**config.mk**
```make
export PLATFORM = sky130hd
export DESIGN_NAME = switch_conditioner
export DESIGN_NICKNAME = d
export VERILOG_FILES = /design/src/rtl/switch_conditioner.sv
export SDC_FILE = /design/constraint.sdc
export NUM_CORES = 1
export LEC_CHECK = 0
export CAP_MARGIN = 20
export CORE_MARGIN = 2
export CORE_UTILIZATION = 65
export CTS_CLUSTER_DIAMETER = 150
export DETAILED_ROUTE_END_ITERATION = 10
export GPL_ROUTABILITY_DRIVEN = 0
export PLACE_DENSITY = 0.93
export SLEW_MARGIN = 40
export SYNTH_ARGS = -nofsm -noshare
export SYNTH_HDL_FRONTEND = slang
export SYNTH_SLANG_ARGS = --single-unit
export TNS_END_PERCENT = 50
```
**constraint.sdc**
```tcl
create_clock -name clk -period 4 [get_ports clk]
set_input_delay 0.8 -clock clk [delete_from_list [all_inputs] [get_ports clk]]
set_output_delay 0.8 -clock clk [all_outputs]
set_load 0.02 [all_outputs]
```
**src/rtl/switch_conditioner.sv**
```systemverilog
// switch_conditioner: two-flop synchronizer plus per-channel debounce FSM for
// raw switch/pushbutton levels. Emits clean levels and one-cycle rise/fall
// pulses on each accepted change.
module switch_conditioner #(
  parameter int WIDTH           = 3,
  parameter int DEBOUNCE_CYCLES = 4,
  parameter int CNT_W           = 20
) (
  input  logic             clk,
  input  logic             reset,
  input  logic [WIDTH-1:0] sw_in,
  output logic [WIDTH-1:0] sw_out,
  output logic [WIDTH-1:0] rise,
  output logic [WIDTH-1:0] fall,
  output logic             changed
);

  typedef enum logic {ST_STABLE, ST_CHECK} state_t;

  // Last count value before a persisting level is accepted.
  localparam logic [CNT_W-1:0] CNT_LAST = CNT_W'(DEBOUNCE_CYCLES - 1);

  logic [WIDTH-1:0] sync1_q;
  logic [WIDTH-1:0] sync2_q;

  // Two-flop synchronizer: only sync2_q is used by the debounce logic.
  always_ff @(posedge clk) begin
    if (reset) begin
      sync1_q <= '0;
      sync2_q <= '0;
    end else begin
      sync1_q <= sw_in;
      sync2_q <= sync1_q;
    end
  end

  for (genvar g = 0; g < WIDTH; g++) begin : g_chan
    state_t           state_q, state_d;
    logic [CNT_W-1:0] count_q, count_d;
    logic             out_q, out_d;
    logic             rise_q, rise_d;
    logic             fall_q, fall_d;
    logic             accept;

    // Next-state logic: a differing level must persist DEBOUNCE_CYCLES
    // synchronized cycles; any return to the current level restarts timing.
    always_comb begin
      state_d = state_q;
      count_d = count_q;
      out_d   = out_q;
      rise_d  = 1'b0;
      fall_d  = 1'b0;
      accept  = 1'b0;
      unique case (state_q)
        ST_STABLE: begin
          if (sync2_q[g] != out_q) begin
            if (DEBOUNCE_CYCLES == 1) begin
              accept = 1'b1;
            end else begin
              state_d = ST_CHECK;
              count_d = CNT_W'(1);
            end
          end
        end
        ST_CHECK: begin
          if (sync2_q[g] == out_q) begin
            state_d = ST_STABLE;
            count_d = '0;
          end else if (count_q == CNT_LAST) begin
            accept = 1'b1;
          end else begin
            count_d = count_q + CNT_W'(1);
          end
        end
        default: begin
          state_d = ST_STABLE;
          count_d = '0;
        end
      endcase
      if (accept) begin
        out_d   = sync2_q[g];
        count_d = '0;
        state_d = ST_STABLE;
        rise_d  = sync2_q[g];
        fall_d  = ~sync2_q[g];
      end
    end

    // Channel state register; pulses fall back to 0 on every non-accept edge.
    always_ff @(posedge clk) begin
      if (reset) begin
        state_q <= ST_STABLE;
        count_q <= '0;
        out_q   <= 1'b0;
        rise_q  <= 1'b0;
        fall_q  <= 1'b0;
      end else begin
        state_q <= state_d;
        count_q <= count_d;
        out_q   <= out_d;
        rise_q  <= rise_d;
        fall_q  <= fall_d;
      end
    end

    assign sw_out[g] = out_q;
    assign rise[g]   = rise_q;
    assign fall[g]   = fall_q;
  end

  assign changed = |{rise, fall};

endmodule
```
==> flow_metrics.py <==
metrics = {
    "critical_path": {
        "path_cells": "ha_1 -> nor4b_1 -> nand3_1 -> o21bai_1 -> a21o_1 -> nor2_1",
        "critPathRequiredTime_ns": 4.23,
        "reg2reg_depth": 6,
        "reg2reg_slack_ns": 1.43,
        "path_depth": 6,
        "critPathLaunchType": "register",
        "arrival_ns": 2.81,
        "crit_family": "compound AO/OA/AOI/OAI gates",
        "critical_path.max_stage_delay_ns": 0.56,
        "path_buf_inv": 0,
        "worstSetupEndpointType": "register",
        "worstSetupPathType": "reg -> reg",
        "cp_slowest_cell": "o21bai_1",
        "crit_fanout": 14,
    },
    "clock_network": {
        "cts_tree": "done",
        "ctsHtreeMaxLevel": 3,
        "postCtsHoldBufs": 0,
        "clk_pin_slew_ns": 0.10,
        "cts_buffers": 9,
        "post_cts_buffers": 0,
        "cts_sinks": 78,
        "cts_root_buffer": "clkbuf_8",
        "cts.path.max_buffers": 2,
        "clk_latency_ns": 0.36,
        "cts_resized": 0,
    },
    "pwr": {
        "p_leak_nw": 1.38,
        "ir_worst_vdd_v": 0.000282,
        "power_density_mw_per_mm2": 334,
    },
    "timing": {
        "clock_skew_ns": 0.0152,
        "tightestPinTransition_ns": 0.751,
        "timing.final.crit_share_pct": 64.3,
        "rsz0062_at_grt": "false",
        "max_freq_mhz": 389,
        "worst_hold_slack_ns": 0.447,
        "fin_crit_ns": 2.57,
        "max-slew-margin-rel_pct": 49.5,
        "final.setup.tns_ns": 0,
        "hold_violations": 0,
        "setup_viol": 0,
        "slew_violations": 0,
    },
    "layout": {
        "antenna_cells": 0,
        "fin_nets": 480,
        "finalInstanceArea_sq_mm": 0.00423,
        "area_delta_synth_final_pct": 7.91,
        "drive_above_1_share_pct": 6.50,
    },
    "floorplanning": {
        "die_w_um": 81.7,
        "start_util_pct": 66.6,
        "pin_count": 15,
        "die_area_sq_mm": 0.00667,
        "coreArea_sq_mm": 0.00589,
        "rows": 28,
        "fp.dieH_um": 81.7,
    },
    "drt": {
        "dr.pass1.iters": 5,
        "drt_iter0_drc": 300,
        "vias_per_cell": 6.75,
        "routed_wl_um": 9110,
        "num_vias": 3726,
        "drc": 0,
        "ant_nets": 0,
        "wl_per_cell_um": 16.5,
    },
    "synth": {
        "ys_top_cells_by_count": "dfxtp_1, a21oi_1, nor2_1, nand2_1, o21ai_0",
        "yosys.area.top_type": "dfxtp_1",
        "synth_area_per_cell_sq_um": 8.34,
        "synthesis.nets": 478,
        "yosys_warnings": 0,
        "ys.flop_type": "dfxtp_1",
        "synth.distinct_cells": 57,
        "async_flop_share_pct": 0,
        "synthCells": 470,
        "synth.area.top_cells": "dfxtp_1, a21oi_1, o21ai_0",
        "yosysMostFrequentCell": "dfxtp_1",
        "ys_ff_latch": 78,
        "synth_top_area_share_pct": 39.8,
        "ys_seq_area_share_pct": 39.8,
        "synth_enable_flop_cells": 0,
        "synth_area_sq_mm": 0.00392,
    },
    "grt": {
        "grt_use_total_pct": 28.1,
        "antenna_found_initial": 0,
        "grt_pass1_vias": 3269,
        "grt_max_degree": 24,
        "grt_first_pass_wirelength_um": 14700,
        "grt_overflow_total": 0,
    },
    "placement": {
        "portBuffers": 14,
        "place_hpwl_um": 6340,
        "place_area_sq_mm": 0.00404,
    },
    "min_path": {
        "hp-class": "reg -> reg",
        "hold_depth": 1,
    },
    "run": {
        "drv_cap": 0,
    },
    "status": {
        "status": "completed",
    },
}
layout make-up:
type	count	area [sq um]
tap	75	93.8
clock buffer	9	124
clock inverter	7	65.1
fill	451	1650
multi-input combinational	359	2200
sequential	78	1560
timing repair buffer	17	163
inverter	7	26.3
final timing paths:
check	startpoint	end
worst max-delay path	g_chan[0].count_q[0]	g_chan[0].count_q[17]
worst min-delay path	sync1_q[2]	sync2_q[2]
worst min register to register	sync1_q[2]	sync2_q[2]
worst max register to register	g_chan[0].count_q[0]	g_chan[0].count_q[17]
where the power goes:
group / internal (mW) / switching, mW / leakage [nW]
registers: 0.781 / 0.00531 / 0.630
clock network: 0.240 / 0.330 / 0.0943
logic: 0.0182 / 0.0368 / 0.657
kinds of logic after synthesis:
logic type | Yosys count | synth area share (%)
simple gates | 218 | 31.4
flops | 78 | 39.8
fa+ha+maj | 3 | 0.957
xor+xnor | 17 | 4.15
mux | 2 | 0.511
buf+inv | 33 | 4.18
compound gates | 119 | 19.0
per-stage QoR:
| stage | cells | total power [mW] | setup slack (ns) | util (%) |
|---|---|---|---|---|
| finish | 552 | 1.41 | 1.43 | 71.9 |
| global route | 552 | 1.45 | 1.24 | 71.9 |
| CTS | 552 | 1.42 | 1.43 | 71.9 |
| floorplan | 470 | 0.842 | 1.89 | - |
| global placement | 536 | 0.856 | 1.54 | 68.6 |
| detailed placement | 536 | 0.858 | 1.47 | 68.6 |
sequential cells by signal, indices dropped and copies added (netlist names):
name and count:
g_chan.state_q 3, g_chan.count_q 60, sync1_q 3, g_chan.fall_q 3, sync2_q 3, g_chan.rise_q 3, g_chan.out_q 3
per-layer routing:
layer  track usage (%)  share of wire, %  wire, um
met4              9.00               2.1       195
met3              6.92               7.3       667
met5                 0                 0         0
met1              38.0                44      3970
met2              44.3                47      4280
cells in the final DEF (no fill, tap or decap), types with 3 or more instances in the layout:
cell             instances
xnor2_1                  3
o31ai_1                  8
clkbuf_8                 9
and3_1                  11
a41oi_1                  4
or2_2                    4
nor2b_1                  7
and4_1                   8
a21oi_1                 36
xor2_1                  13
or3_1                   17
a311oi_1                 4
ha_1                     3
inv_1                    7
or4_1                   10
and2_1                  10
nor4_1                  16
nand4_1                 13
buf_4                    3
a21o_1                   3
a211oi_1                 5
o211ai_1                 6
o21ai_0                 27
nand3_1                 22
clkdlybuf4s50_1         14
nand2b_1                 4
nand2_1                 33
dfxtp_1                 78
nor2_1                  35
nor3_1                  14
a31oi_1                  9
(Power assumes the default switching activity.)
